File: src/rtl/pack_dp_pkg.sv
// Shared types and default sizing for the beat-packing data path.
package pack_dp_pkg;

  localparam int W_DEF     = 4;
  localparam int BEATS_DEF = 2;

  typedef enum logic [1:0] {
    IDLE = 2'd0,
    FILL = 2'd1,
    HOLD = 2'd2
  } state_t;

endpackage

File: src/rtl/pack_data_path_if.sv
// Producer/consumer bundle for pack_data_path: beat input, word output and status.
interface pack_data_path_if
  import pack_dp_pkg::*;
#(
  parameter int W     = W_DEF,
  parameter int BEATS = BEATS_DEF
);
  localparam int CW = $clog2(BEATS + 1);

  // A beat transfers on a rising edge where en && rdy; the packed word is
  // offered while done is high and is released on the edge where ack is high.
  logic                   en;
  logic [W-1:0]           A;
  logic [W-1:0]           B;
  logic                   msb_first;
  logic                   rdy;
  logic                   ack;
  logic [2*W*BEATS-1:0]   data_path_out;
  logic                   done;
  logic [CW-1:0]          beat_cnt;
  logic                   ovf;
  state_t                 state;

  modport master (
    output en, A, B, msb_first, ack,
    input  rdy, data_path_out, done, beat_cnt, ovf, state
  );

  modport slave (
    input  en, A, B, msb_first, ack,
    output rdy, data_path_out, done, beat_cnt, ovf, state
  );

endinterface

File: src/rtl/pack_slot_write.sv
// Combinational slot writer: places one {A,B} beat into its slot of the word.
module pack_slot_write
  import pack_dp_pkg::*;
#(
  parameter int W     = W_DEF,
  parameter int BEATS = BEATS_DEF,
  parameter int CW    = $clog2(BEATS + 1)
) (
  input  logic [2*W*BEATS-1:0] word,
  input  logic [CW-1:0]        idx,
  input  logic                 order,
  input  logic [2*W-1:0]       ab,
  output logic [2*W*BEATS-1:0] upd
);

  int tgt;

  // order=1 fills from the top slot downward, order=0 from the bottom up.
  always_comb begin
    tgt = order ? (BEATS - 1 - int'(idx)) : int'(idx);
    upd = word;
    for (int s = 0; s < BEATS; s++) begin
      if (s == tgt) upd[s*2*W +: 2*W] = ab;
    end
  end

endmodule

File: src/rtl/pack_data_path.sv
// Packs BEATS consecutive {A,B} beats into one word and holds it until ack.
module pack_data_path
  import pack_dp_pkg::*;
#(
  parameter int W     = W_DEF,
  parameter int BEATS = BEATS_DEF
) (
  input  logic           clk,
  input  logic           clr,
  pack_data_path_if.slave bus
);

  localparam int WW = 2 * W * BEATS;
  localparam int CW = $clog2(BEATS + 1);
  localparam logic [CW-1:0] BEATS_C = CW'(BEATS);

  state_t          state_q;
  state_t          state_d;
  logic [WW-1:0]   word_q;
  logic [WW-1:0]   base_word;
  logic [WW-1:0]   slot_word;
  logic [CW-1:0]   cnt_q;
  logic [CW-1:0]   slot_idx;
  logic [CW-1:0]   cnt_inc;
  logic            order_q;
  logic            slot_order;
  logic            done_q;
  logic            ovf_q;
  logic            rdy;
  logic            accept;
  logic            first;

  always_ff @(posedge clk) begin
    if (clr) state_q <= IDLE;
    else     state_q <= state_d;
  end

  always_comb begin
    state_d = state_q;
    case (state_q)
      IDLE, FILL: begin
        if (accept) state_d = (cnt_inc == BEATS_C) ? HOLD : FILL;
      end
      HOLD: begin
        if (bus.ack) state_d = IDLE;
      end
      default: state_d = IDLE;
    endcase
  end

  // Beat 0 starts from an all-zero word and takes the live order input;
  // later beats extend the held word using the order latched at beat 0.
  always_comb begin
    rdy        = (state_q != HOLD);
    accept     = bus.en && rdy;
    first      = (state_q == IDLE);
    base_word  = first ? '0 : word_q;
    slot_idx   = first ? '0 : cnt_q;
    slot_order = first ? bus.msb_first : order_q;
    cnt_inc    = slot_idx + CW'(1);
  end

  pack_slot_write #(
    .W     (W),
    .BEATS (BEATS),
    .CW    (CW)
  ) u_slot_write (
    .word  (base_word),
    .idx   (slot_idx),
    .order (slot_order),
    .ab    ({bus.A, bus.B}),
    .upd   (slot_word)
  );

  always_ff @(posedge clk) begin
    if (clr) begin
      word_q  <= '0;
      cnt_q   <= '0;
      order_q <= 1'b1;
      done_q  <= 1'b0;
      ovf_q   <= 1'b0;
    end else begin
      done_q <= (state_d == HOLD);
      if (accept) begin
        word_q <= slot_word;
        cnt_q  <= cnt_inc;
        if (first) order_q <= bus.msb_first;
      end
      if (state_q == HOLD && bus.ack) cnt_q <= '0;
      // A beat offered while full is lost; remember that until clr.
      if (state_q == HOLD && bus.en) ovf_q <= 1'b1;
    end
  end

  assign bus.rdy           = rdy;
  assign bus.data_path_out = word_q;
  assign bus.done          = done_q;
  assign bus.beat_cnt      = cnt_q;
  assign bus.ovf           = ovf_q;
  assign bus.state         = state_q;

endmodule

File: src/flat_wrapper.sv
// flat-port wrapper written by rule: the top's interface ports become plain ports
module pack_data_path_flat import pack_dp_pkg::*;
#(
  parameter int W     = W_DEF,
  parameter int BEATS = BEATS_DEF
)
  (clk, clr, bus_en, bus_A, bus_B, bus_msb_first, bus_ack, bus_rdy, bus_data_path_out, bus_done, bus_beat_cnt, bus_ovf, bus_state);
  pack_data_path_if #(.W(W), .BEATS(BEATS)) bus_i ();
  input  logic clk;
  input  logic clr;
  input wire logic [$bits(bus_i.en)-1:0] bus_en;
  input wire logic [$bits(bus_i.A)-1:0] bus_A;
  input wire logic [$bits(bus_i.B)-1:0] bus_B;
  input wire logic [$bits(bus_i.msb_first)-1:0] bus_msb_first;
  input wire logic [$bits(bus_i.ack)-1:0] bus_ack;
  output wire logic [$bits(bus_i.rdy)-1:0] bus_rdy;
  output wire logic [$bits(bus_i.data_path_out)-1:0] bus_data_path_out;
  output wire logic [$bits(bus_i.done)-1:0] bus_done;
  output wire logic [$bits(bus_i.beat_cnt)-1:0] bus_beat_cnt;
  output wire logic [$bits(bus_i.ovf)-1:0] bus_ovf;
  output wire logic [$bits(bus_i.state)-1:0] bus_state;
  assign bus_i.en = bus_en;
  assign bus_i.A = bus_A;
  assign bus_i.B = bus_B;
  assign bus_i.msb_first = bus_msb_first;
  assign bus_i.ack = bus_ack;
  assign bus_rdy = bus_i.rdy;
  assign bus_data_path_out = bus_i.data_path_out;
  assign bus_done = bus_i.done;
  assign bus_beat_cnt = bus_i.beat_cnt;
  assign bus_ovf = bus_i.ovf;
  assign bus_state = bus_i.state;
  pack_data_path #(.W(W), .BEATS(BEATS)) u_core (.clk(clk), .clr(clr), .bus(bus_i));
endmodule
File: config.mk
export PLATFORM = sky130hd
export DESIGN_NAME = pack_data_path_flat
export DESIGN_NICKNAME = d
export VERILOG_FILES = /design/src/rtl/pack_dp_pkg.sv /design/src/rtl/pack_data_path_if.sv /design/src/rtl/pack_slot_write.sv /design/src/rtl/pack_data_path.sv /design/src/flat_wrapper.sv
export SDC_FILE = /design/constraint.sdc
export NUM_CORES = 1
export LEC_CHECK = 0
export ABC_AREA = 1
export BUFFER_PORTS_ARGS = -buffer_cell sky130_fd_sc_hd__buf_4
export CORE_MARGIN = 2
export CORE_UTILIZATION = 50
export CTS_BUF_LIST = sky130_fd_sc_hd__clkbuf_2
export DETAILED_ROUTE_END_ITERATION = 10
export MAX_ROUTING_LAYER = met4
export PLACE_DENSITY = 0.78
export REMOVE_ABC_BUFFERS = 1
export SETUP_SLACK_MARGIN = 0.5
export SLEW_MARGIN = 15
export SYNTH_ARGS = -nofsm -noshare
export SYNTH_HDL_FRONTEND = slang
export SYNTH_HIERARCHICAL = 1
export SYNTH_SLANG_ARGS = --single-unit
File: constraint.sdc
create_clock -name clk -period 1.6 [get_ports clk]
set_input_delay 0.32 -clock clk [delete_from_list [all_inputs] [get_ports clk]]
set_output_delay 0.32 -clock clk [all_outputs]
set_load 0.01 [all_outputs]
Word-level counts from Yosys, hierarchy flattened
Index checks and enable logic that the tools add are counted.
{"block": "op_classes", "add_sub_neg": 2, "mul": 0, "div": 0, "magnitude_cmp": 0, "eq_ne": 6, "shifts": 0, "mux": 10, "bitwise": 0, "reduce_logical": 11}
{"cell": "equality test 2 x 32 -> 1 bit (first input constant)", "count": 1}
{"cell": "logical NOT 32 bit", "count": 1}
{"cell": "two-way mux 32 bit", "count": 1}
{"cell": "two-way mux 16 bit", "count": 1}
{"cell": "two-way mux 8 bit", "count": 2}
{"cell": "two-way mux 2 bit", "count": 4}
{"cell": "equality test 2 bit (second input constant)", "count": 3}
{"cell": "one-hot mux 2 bit (2 select lines)", "count": 1}
{"cell": "AND reduction 2 bit", "count": 2}
{"cell": "nonzero test 2 bit", "count": 2}
{"cell": "OR reduction 2 bit", "count": 2}
{"cell": "logical AND 1 bit", "count": 3}
{"cell": "subtractor 1 x 2 -> 3 bit (first input constant)", "count": 1}
{"cell": "adder 2 x 1 -> 2 bit (second input constant)", "count": 1}
{"cell": "equality test 2 x 1 -> 1 bit (second input constant)", "count": 1}
{"cell": "logical NOT 2 bit", "count": 1}
{"cell": "inequality test 2 bit (second input constant)", "count": 1}
{"cell": "two-way mux 1 bit", "count": 1}
{"block": "totals", "register_bits": 23, "latch_bits": 0, "ramBits": 0, "mem_bits_ro": 0, "inputBits": 13, "output_inout_bits": 23, "wordCells": 36, "memories": 0}

Depth between registers and ports, before layout
{"block": "logic_depth", "depth_word": 8, "depth_mapped": 12, "mapped_depth_nobuf": 12}

Modules after synthesis
The synthesis kept the hierarchy.
{"mod": "pack_data_path", "n_inst": 1, "cells_each": 168, "area_per_inst_um2": 1178.6, "seq_area_each_um2": 460.4}
{"mod": "pack_slot_write", "n_inst": 1, "cells_each": 59, "area_per_inst_um2": 287.8, "seq_area_each_um2": 0.0}

Worst setup path after synthesis
Ideal clock, no wire load.
{"block": "synth_timing", "path_type": "register to register", "from": "register u_core.state_q[1] (netlist: u_core/bus.state[1])", "to": "register u_core.word_q[1] (netlist: u_core/bus.data_path_out[1])", "setup_time_ps": 112, "arrival_ps": 1485, "t_required_ps": 1488, "setup_slack_ps": 4, "stages_incl_launch_ff": 13, "n_path_buf": 0, "synth_period_minus_slack_ps": 1596, "path_cell_list": "dfxtp_1 -> inv_1 -> nand2_1 -> nand2_1 -> inv_1 -> inv_1 -> nand2_4 -> nand2_2 -> nand3_1 -> nand2_1 -> nand3b_1 -> nand2_1 -> nor2_1"}
{"block": "synth_via", "word_cells_on_any_way": 11, "classes_between": "1 x add/sub; 1 x eq/ne; 4 x mux; 5 x reduce/logical"}
{"item": "start: declaration", "line": "pack_data_path.sv:17", "source": "state_t state_q;"}
{"item": "start signal: assignment", "line": "pack_data_path.sv:35", "source": "else state_q <= state_d;"}
{"item": "logical NOT 2 bit *", "line": "pack_data_path.sv:56", "source": "first = (state_q == IDLE);"}
{"item": "two-way mux 2 bit *", "line": "pack_data_path.sv:58", "source": "slot_idx = first ? '0 : cnt_q;"}
{"item": "net u_core.slot_idx[0]", "line": "pack_data_path.sv:23", "source": "logic [CW-1:0] slot_idx;"}
{"item": "subtractor 1 x 2 -> 3 bit", "line": "pack_slot_write.sv:20", "source": "tgt = order ? (BEATS - 1 - int'(idx)) : int'(idx);"}
{"item": "two-way mux 32 bit *", "line": "pack_slot_write.sv:20"}
{"item": "logical NOT 32 bit *", "line": "pack_slot_write.sv:23", "source": "if (s == tgt) upd[s*2*W +: 2*W] = ab;"}
{"item": "two-way mux 8 bit *", "line": "pack_slot_write.sv:23"}
{"item": "net u_core.slot_word[1]", "line": "pack_data_path.sv:21", "source": "logic [WW-1:0] slot_word;"}
{"item": "end signal: assignment", "line": "pack_data_path.sv:85", "source": "word_q <= slot_word;"}
{"item": "end: declaration", "line": "pack_data_path.sv:19", "source": "logic [WW-1:0] word_q;"}
Mark *: on every way through the listed nets, which the timed path passes. The rest lies on a longest branch.
A chain may end at the register's enable or synchronous reset.

Final worst setup path
{"block": "layout_timing", "from": "register u_core.state_q[0] (netlist: u_core/bus.state[0])", "to": "register u_core.word_q[7] (netlist: u_core/bus.data_path_out[7])"}
{"block": "layout_via", "word_cells_on_any_way": 11, "classes_between": "1 x add/sub; 1 x eq/ne; 4 x mux; 5 x reduce/logical"}
{"item": "logical NOT 2 bit", "line": "pack_data_path.sv:56"}
{"item": "two-way mux 1 bit", "line": "pack_data_path.sv:59", "source": "slot_order = first ? bus.msb_first : order_q;"}
{"item": "net u_core.slot_order", "line": "pack_data_path.sv:26", "source": "logic slot_order;"}
{"item": "two-way mux 32 bit", "line": "pack_slot_write.sv:20"}
{"item": "logical NOT 32 bit", "line": "pack_slot_write.sv:23"}
{"item": "two-way mux 8 bit", "line": "pack_slot_write.sv:23"}
{"item": "net u_core.slot_word[7]", "line": "pack_data_path.sv:21"}
The timed path passes the listed nets, and every way through them passes these cells.

==> impl_metrics.yaml <==
critical_path:
  path_max_fanout: 8
  setup.worst_path.class: "flop to flop"
  start_kind: "flop"
  timing.rr.start: "u_core/bus.state[0]"
  cp-end-kind: "flop"
  worstPathRequired_ns: 1.89
  critPathArrivalTime_ns: 1.82
  cp-startpoint: "u_core/bus.state[0]"
sta:
  layout_setup_ws_ns: 0.0674
  skew_ns: 0.00907
  hold_slack_ns: 0.140
  finalMaxSlewViolations: 0
  fmax_mhz: 652
  rsz0062_at_grt: "true"
  worst_pin_slew_ns: 0.364
  min_period_ns: 1.53
  setup_viol_count_final: 0
  period_share: 0.958
  slew_headroom: 0.757
  tns_ns: 0
  finalHoldViolations: 0
pwr:
  pwr_density_cell_nw_per_um2: 681
  power_mw: 1.57
  p_leak_nw: 1.15
  ir_worst_vdd_mv: 0.682
run_status:
  status: "finished clean"
clock_network:
  worstSkewPairLatency_ns: 0.36
  clk_pin_slew_worst_paths_ns: 0.24
  cts_tree: "yes"
  max-clock-path-buffers: 2
  h-tree-depth: 1
  clock_sinks: 23
  cts-root-buf: "clkbuf_2"
  cts-buffers-inserted: 3
cells_and_area:
  fin_cells: 319
  drive_gt1_frac: 0.483
  fin_util: 0.826
  nNetsFinal: 303
  synthToLayoutAreaGrowth_pct: 56.7
  fin_area_um2: 2300
  diodes: 0
detailed_routing:
  drt_iter0_drc: 76
  drtPass1Iterations: 5
  routedWlPerCell_um: 14.8
  vias: 1737
  drt_wl_total_um: 4710
  drc: 0
  ant_nets: 0
  via_per_inst: 5.45
grt:
  grt_pass1_wl_um: 6720
  antenna_found_initial: 0
  track_usage: 0.262
  grt_start_max_net_pins: 21
  overflow: 0
  first_global_vias: 1552
yosys:
  synthArstFlopShare: 0
  ys.flop_type: "dfxtp_1"
  synth_top_cell_by_area: "dfxtp_1"
  syn_avg_cell_area_um2: 6.46
  yosysMostFrequentCell: "nand2_1"
  ys_types: 22
  synth-seq-area-share: 0.314
  synth-edff-count: 0
  synth_area_um2: 1470
  synth_cells: 227
  netlist_top_cells_count: "nand2_1, nor2_1, inv_1"
  synth_area_leaders: "dfxtp_1, nand2_1, nor2_1"
  synth_top_area_frac: 0.314
  ys_ff_latch: 23
  yosys_warnings: 6
die:
  dieArea_um2: 3380
  core_area_um2: 2780
  die_height_um: 58.2
  start_util: 0.527
  die_w_um: 58.2
  rows: 19
  ios: 36
place:
  placed_area_um2: 1750
  hpwlAfterDp_um: 2330
  place.gp.congestion: 0.838
  io_buffers: 35
  pre_cts_ws_ns: 0.0693
  dp_cells: 292
worst_hold_path:
  min_from: "clr"
  min_path_type: "input port to flop"
run:
  cap_viol_max_count: 0
[logic make-up (layout without fill, tap and decap cells)]
| group | after synthesis | in the layout | synth area share |
|---|---|---|---|
| buf+inv | 38 | 99 | 0.130 |
| flops | 23 | 23 | 0.314 |
| compound gates | 6 | 6 | 0.0256 |
| fa+ha+maj | 1 | 1 | 0.00853 |
| simple gates | 159 | 159 | 0.522 |
[layout make-up]
class	count	area (um2)
multi-input combinational	166	990
clock inverter	1	5.00
sequential	23	493
tap	31	38.8
inverter	29	146
timing repair buffer	65	598
fill	172	484
timing repair inverter	1	11.3
clock buffer	3	15.0
[final timing paths]
check,cells after the start,slack [ns],endpoint
worst max-delay path,12,0.07,u_core/bus.data_path_out[7]
worst min-delay path,3,0.14,u_core/order_q
worst max register to register,12,0.07,u_core/bus.data_path_out[7]
worst min register to register,1,0.51,u_core/bus.ovf
[state kept, by name, indices dropped and copies added (netlist names)]
name                      cells
u_core/bus.done               1
u_core/bus.beat_cnt           2
u_core/bus.data_path_out     16
u_core/bus.ovf                1
u_core/order_q                1
u_core/bus.state              2
[timing repair]
item,4_1_cts,5_1_grt
buffers inserted,20,2
resized for setup,81,29
gates cloned,1,0
hold buffers,0,0
pin swaps,10,3
endpoints found under the setup margin,44,46
[cells in the final DEF, fill, tap and decap left out, drive strengths merged]
master | Yosys | final
dfxtp | 23 | 23
a21oi | 3 | 3
nand4 | 8 | 8
clkinv | 0 | 1
inv | 29 | 30
clkbuf | 1 | 3
nand3 | 13 | 13
nor2 | 54 | 54
nand3b | 16 | 16
ha | 1 | 1
buf | 8 | 65
o21a | 3 | 3
nand2 | 68 | 68
[where the power goes]
group          leakage, nW  switching [mW]  internal (mW)
clock network       0.0164           0.195         0.0567
logic                0.931           0.346          0.309
registers            0.198          0.0368          0.622
total                 1.15           0.578          0.988
[layer usage]
metal  share of wire  up-vias  GRT usage
li1                -      823          -
met1            0.39      812      0.311
met2            0.51       87      0.451
met3           0.074       15     0.0335
met4           0.024        0     0.0963
met5               0        -          -
[worst max-delay path: stages (launching register included)]
cell	delay [ns]
dfxtp_4	0.44
inv_4	0.05
nand2_4	0.08
nand2_4	0.07
nand2_8	0.12
inv_8	0.05
nand2_4	0.06
nand3_4	0.14
nand2_2	0.09
nand2_1	0.06
nand3b_1	0.17
nand2_1	0.08
nor2_1	0.05
No activity file was read; power rests on OpenSTA's default activity.
